==> config.mk <==
export PLATFORM = sky130hd
export DESIGN_NAME = csr_unit
export DESIGN_NICKNAME = d
export VERILOG_FILES = /design/src/rtl/csr_unit.sv
export SDC_FILE = /design/constraint.sdc
export NUM_CORES = 2
export LEC_CHECK = 0
export BUFFER_PORTS_ARGS = -buffer_cell sky130_fd_sc_hd__clkbuf_2
export CAP_MARGIN = 0
export CORE_ASPECT_RATIO = 1.75
export CORE_UTILIZATION = 35
export CTS_CLUSTER_SIZE = 10
export DETAILED_ROUTE_END_ITERATION = 10
export REMOVE_ABC_BUFFERS = 1
export SLEW_MARGIN = 40
export SYNTH_ARGS = -nofsm -noshare
export SYNTH_HDL_FRONTEND = slang
export SYNTH_SLANG_ARGS = --single-unit
==> constraint.sdc <==
create_clock -name clk -period 20.2 [get_ports clk]
set_input_delay 1.01 -clock clk [delete_from_list [all_inputs] [get_ports clk]]
set_output_delay 1.01 -clock clk [all_outputs]
set_load 0.01 [all_outputs]
==> src/rtl/csr_unit.sv <==
// Zicsr CSR unit: general-purpose CSR window, 64-bit mcycle/minstret with RO shadows,
// mhartid, atomic RW/RS/RC read-modify-write and illegal-access detection.
module csr_unit #(
   parameter int              XLEN         = 32,
   parameter int              CSR_ADDR_LEN = 4,
   parameter logic [11:0]     BASE_ADDR    = 12'h340,
   parameter logic [XLEN-1:0] MHARTID      = '0
) (
   input  logic                clk,
   input  logic                rst,
   input  logic                csr_en,
   input  logic [2:0]          csr_op,
   input  logic [11:0]         csr_addr,
   input  logic [XLEN-1:0]     csr_src,
   input  logic [4:0]          csr_zimm,
   input  logic                csr_src_zero,
   input  logic                instret_inc,
   output logic [XLEN-1:0]     csr_rdata,
   output logic                csr_illegal
);

   // Handshake: csr_en is a valid with no ready; an enabled op is always accepted in the
   // cycle it is presented, and its write (if legal) lands on the next rising clk edge.

   localparam int NGEN = 2 ** CSR_ADDR_LEN;
   localparam int CW   = 2 * XLEN;

   logic [XLEN-1:0]         gen_q [NGEN];
   logic [CW-1:0]           mcycle_q, minstret_q;
   logic [CW-1:0]           mcycle_d, minstret_d;
   logic [CSR_ADDR_LEN-1:0] gen_idx;
   logic                    sel_gen, mapped, ro_addr, op_valid, imm_form;
   logic                    write_intent, do_write;
   logic                    wr_gen, wr_cyc_lo, wr_cyc_hi, wr_ins_lo, wr_ins_hi;
   logic [XLEN-1:0]         operand, new_val;

   assign gen_idx  = csr_addr[CSR_ADDR_LEN-1:0];
   assign sel_gen  = (csr_addr[11:CSR_ADDR_LEN] == BASE_ADDR[11:CSR_ADDR_LEN]);
   assign ro_addr  = (csr_addr[11:10] == 2'b11);
   assign op_valid = (csr_op[1:0] != 2'b00);
   assign imm_form = csr_op[2];
   assign operand  = imm_form ? {{(XLEN-5){1'b0}}, csr_zimm} : csr_src;

   // Read mux; the shadows alias the machine counters, so a read never sees a pending write.
   always_comb begin
      csr_rdata = '0;
      mapped    = 1'b1;
      if (sel_gen) begin
         csr_rdata = gen_q[gen_idx];
      end else begin
         case (csr_addr)
            12'hB00, 12'hC00: csr_rdata = mcycle_q[XLEN-1:0];
            12'hB80, 12'hC80: csr_rdata = mcycle_q[CW-1:XLEN];
            12'hB02, 12'hC02: csr_rdata = minstret_q[XLEN-1:0];
            12'hB82, 12'hC82: csr_rdata = minstret_q[CW-1:XLEN];
            12'hF14:          csr_rdata = MHARTID;
            default:          mapped    = 1'b0;
         endcase
      end
   end

   // RS/RC with a zero source are pure reads, which is what lets them touch RO CSRs.
   always_comb begin
      write_intent = 1'b0;
      new_val      = csr_rdata;
      case (csr_op[1:0])
         2'b01: begin
            write_intent = 1'b1;
            new_val      = operand;
         end
         2'b10: begin
            write_intent = imm_form ? (csr_zimm != 5'd0) : !csr_src_zero;
            new_val      = csr_rdata | operand;
         end
         2'b11: begin
            write_intent = imm_form ? (csr_zimm != 5'd0) : !csr_src_zero;
            new_val      = csr_rdata & ~operand;
         end
         default: begin
            write_intent = 1'b0;
            new_val      = csr_rdata;
         end
      endcase
   end

   assign csr_illegal = csr_en && (!mapped || !op_valid || (write_intent && ro_addr));
   assign do_write    = csr_en && !csr_illegal && write_intent;

   assign wr_gen    = do_write && sel_gen;
   assign wr_cyc_lo = do_write && !sel_gen && (csr_addr == 12'hB00);
   assign wr_cyc_hi = do_write && !sel_gen && (csr_addr == 12'hB80);
   assign wr_ins_lo = do_write && !sel_gen && (csr_addr == 12'hB02);
   assign wr_ins_hi = do_write && !sel_gen && (csr_addr == 12'hB82);

   // A half-write replaces the increment for that counter in this cycle.
   always_comb begin
      mcycle_d   = mcycle_q + CW'(1);
      minstret_d = instret_inc ? (minstret_q + CW'(1)) : minstret_q;
      if (wr_cyc_lo) mcycle_d   = {mcycle_q[CW-1:XLEN], new_val};
      if (wr_cyc_hi) mcycle_d   = {new_val, mcycle_q[XLEN-1:0]};
      if (wr_ins_lo) minstret_d = {minstret_q[CW-1:XLEN], new_val};
      if (wr_ins_hi) minstret_d = {new_val, minstret_q[XLEN-1:0]};
   end

   always_ff @(posedge clk or posedge rst) begin
      if (rst) begin
         for (int i = 0; i < NGEN; i++) gen_q[i] <= '0;
         mcycle_q   <= '0;
         minstret_q <= '0;
      end else begin
         if (wr_gen) gen_q[gen_idx] <= new_val;
         mcycle_q   <= mcycle_d;
         minstret_q <= minstret_d;
      end
   end

endmodule
-- Word-level counts from Yosys, hierarchy flattened
Index checks and enable logic that the tools add are counted.
- bits in registers: 640
- input bits: 57
- output and inout port bits: 33
- word-level logic and storage cells: 94
- add/subtract/negate cells: 2
- order comparisons: 2
- equal/unequal tests: 16
- multiplexer cells: 19
- bitwise operators: 5
- reduce and logical (&&, ||, !) cells: 30
- operators by type and width (cell ; count):
    $bwmux W512 ; 1
    $mux W64 ; 5
    $mux W32 ; 5
    $add A64 B1 Y64 const B ; 2
    $bmux W32 S4 ; 1
    $demux W32 S4 ; 1
    $pmux W32 S4 ; 1
    $eq A12 B12 Y1 const B ; 9
    $pmux W32 S3 ; 1
    $and A32 B32 Y32 ; 1
    $not A32 Y32 ; 1
    $or A32 B32 Y32 ; 1
    $logic_and A1 B1 Y1 ; 11
    $reduce_or A2 Y1 ; 5
    $reduce_or A9 Y1 ; 1
    $eq A8 B6 Y1 const B ; 1
    $eq A2 B2 Y1 const B ; 3
    $reduce_bool A2 Y1 ; 3
    $ge A5 B5 Y1 const B ; 1
    $logic_not A1 Y1 ; 5
    $lt A5 B1 Y1 const B ; 1
    $not A4 Y5 ; 1
    $reduce_bool A5 Y1 ; 1
    $ne A2 B1 Y1 const B ; 2
    6 further kinds ; 10

-- Logic depth before layout (Yosys ltp)
- depth after elaboration: 15
- mapped depth: 12

-- Least setup slack after synthesis
Ideal clock, no wire load.
- path kind: input to output
- from: in csr_addr[0]
- to: out csr_rdata[6]
- data arrival time: 2.853 ns
- setup slack: 16.337 ns
- stages: 9
- path buffers: 4
- path through: buf_4 > buf_2 > buf_2 > buf_2 > mux4_2 > mux2i_1 > nand2_1 > o211ai_1 > o221ai_2
- longest elaborated chain between the ends: 5
- elaborated cells between the ends (all ways): 18
- those cells by class: eq/ne: 8; mux: 5; bitwise: 1; reduce/logical: 4
- ends and longest elaborated chain (item ; RTL line ; RTL):
    start: declaration ; 13 ; input logic [11:0] csr_addr,
    $not A4 Y5 (not written as such) ; 49 ; csr_rdata = gen_q[gen_idx];
    $bmux W32 S4 ; 49 ;
    $mux W32 (not written as such) (2 in series) ; 49 ;
    $mux W32 (*) ; 48 ; if (sel_gen) begin
    end: declaration ; 18 ; output logic [XLEN-1:0] csr_rdata,
Mark *: on every way between the ends. The rest lies on a longest branch, timed or not. The select of a mux whose other input is x is not followed.

-- Worst setup path after layout
- from: in csr_addr[1]
- to: out csr_rdata[12]
Same word-level chain as after synthesis.

==> results.toml <==
[outcome]
status = "complete, no violations"

[clock_network]
cts_buffer_depth = 3
cts_resized = 0
htreeDepth = 3
cts_buffers = 73
cts_root_buf = "clkbuf_16"
hold_buffers = 0
tritoncts_num_sinks = 640
cts.reportedPaths.clkPinSlew_ps = 50
insertion_delay_ps = 650
cts_setup_buffers = 0
cts_tree = "yes"

[synth]
ys_seq_area_share_pct = 49.43
syn_area_um2 = 32400
synth.area.top_cells = "dfrtp_1 49%, o21ai_0 8.6%, mux4_2 7.2%"
synth_ff_type = "dfrtp_1"
synth_cell_types = 79
ys_ff_latch = 640
yosysWarningCount = 0
synth_top_cell_by_area = "dfrtp_1"
netlist_instances = 3307
yosysMostFrequentCell = "dfrtp_1"
synth_top_cell_area_share_pct = 49.43
ys_async_sr_fraction_pct = 100.0
avgSynthCellArea_um2 = 9.798
synth.cells.most_frequent = "640 x dfrtp_1, 579 x nand2_1, 557 x o21ai_0, 198 x clkbuf_1, 191 x a21oi_1"
synth_edf_count = 0

[worst_hold_path]
hold_path.class = "reg2reg"

[layout]
multiInputGateArea_um2 = 15260
finalNonFillerCells = 4446
n_antenna_cell = 0
nets = 3308
regArea_um2 = 16020
drive_gt1_share_pct = 14.26
synthToLayoutAreaGrowth_pct = 10.71
nFillCells = 8978

[sta]
hold_viol = 0
tightest_slew_ps = 922.9
slew_violations = 0
rsz0062_at_grt = "no"
slew_headroom_pct = 38.47
finalCriticalPeriod_ps = 5128
finalClockSkew_ps = 19.83
period_share_pct = 25.39
finalSetupViolCount = 0
fin_tns_setup_ps = 0
setup_ws_ps = 15070
fmax_mhz = 195.0
fin_hold_ws_ps = 471.6

[global_route]
grt-busiest-layer = "met2"
grt_max_degree = 97
grt_pass1_vias = 25220
use_met1_pct = 26.09
grt_pass1_wl_mm = 162.3
use_met2_pct = 40.98
grt_overflow = 0
use_met3_pct = 3.104
track_usage_pct = 23.31
antenna_found_initial = 1

[place]
hpwlAfterDp_mm = 72.96
portBuffers = 89
place.gp.congestion = 0.9663
place_inst = 4365
dp_slack_ps = 15000

[drt]
vias = 24910
wl_mm = 107.2
vias_per_cell = 5.603
detail-route-antenna-nets = 0
initialDrtViolationCount = 1750
drcViolationCount = 0
dr.pass1.iters = 5
wl_per_cell_um = 24.12

[floorplanning]
die_x_um = 232.0
row_count = 147
io-pin-count = 90
core-area_um2 = 91780
initial_core_util_pct = 35.30
fp.dieArea_um2 = 93850
die_h_um = 404.5

[setup_path]
path_class = "in2out"
cp.required_ps = 19190
crit_path_max_fanout = 48
cp.arrival_ps = 4120
end_kind = "output pin"
critPathLaunchType = "primary input"

[power_and_ir_drop]
p_per_area_nw_per_um2 = 74.94
vdd_drop_max_mv = 0.04451
p_leak_nw = 15.12
power_mw = 2.688

[job]
maxCapViolations = 0
==> critical path, cell delays in order <==
cell and delay, ps:
clkbuf_8 270, nor4_1 700, o211ai_1 170, buf_4 310
o21ai_0 750, a21oi_1 200, a21oi_1 370, clkbuf_2 200
==> layout by cell type, fill, tap and decap left out, types with 23 or more instances in the layout <==
| cell | Yosys | final |
|---|---|---|
| clkbuf_2 | 1 | 85 |
| a22oi_1 | 25 | 25 |
| nor2_1 | 124 | 120 |
| nand4_1 | 37 | 37 |
| o21ai_0 | 557 | 531 |
| nand3_1 | 66 | 66 |
| dfrtp_1 | 640 | 640 |
| mux2i_1 | 143 | 143 |
| buf_4 | 8 | 66 |
| and2_1 | 36 | 34 |
| nand2_1 | 579 | 578 |
| xor2_1 | 48 | 48 |
| clkbuf_16 | 0 | 73 |
| o221ai_1 | 27 | 27 |
| a21oi_1 | 191 | 191 |
| and3_1 | 23 | 23 |
| mux2_2 | 30 | 30 |
| o21ai_1 | 14 | 28 |
| mux4_2 | 104 | 104 |
| xnor2_1 | 69 | 69 |
| nor3_1 | 58 | 58 |
==> stage by stage <==
stage | instance area [um^2] | utilization, %
final | 35870 | 39.09
after global routing | 35870 | 39.09
after CTS | 35840 | 39.05
after detailed placement | 33940 | 36.98
after global placement | 33720 | 36.74
after floorplan | 31120 | -
==> cell families after synthesis <==
kind of cell / Yosys count / synth area share (%)
simple gates: 1077 / 15.36
xor+xnor: 117 / 3.163
mux: 278 / 12.72
buf+inv: 317 / 4.201
fa+ha+maj: 2 / 0.07722
compound gates: 876 / 15.05
flops: 640 / 49.43
==> layer usage <==
layer / vias up / part of all wire [%]
met5: - / 0.010
li1: 11500 / -
met4: 2 / 7.1
met2: 754 / 51
met3: 301 / 4.0
met1: 12360 / 37
==> path summary, 6_finish.rpt <==
path                                    start              to  slack (ps)  depth (start not counted)
worst max register to register  minstret_q[2]  minstret_q[39]       16880                          7
max in group asynchronous                 rst    mcycle_q[50]       17130                          5
worst min-delay path               gen_q[141]      gen_q[141]         470                          2
worst min register to register     gen_q[141]      gen_q[141]         470                          2
worst max-delay path              csr_addr[1]   csr_rdata[12]       15070                          8
min in group asynchronous                 rst      gen_q[148]         490                          2
==> registers in the layout, indices dropped and copies added, names as in the netlist <==
signal	cells
mcycle_q	64
minstret_q	64
gen_q	512
==> final cells by class <==
type | instances | share of cell area [%]
multi-input combinational | 2350 | 42.53
clock buffer | 73 | 5.092
inverter | 20 | 0.2302
tap | 1192 | 4.158
timing repair buffer | 164 | 3.132
sequential | 640 | 44.64
clock inverter | 7 | 0.2128
==> power by group <==
group	internal [mW]	switching, mW
clock	0.641	0.519
sequential	1.30	0.0214
combinational	0.0616	0.148
Note: power is estimated with default switching activity, not from simulation.
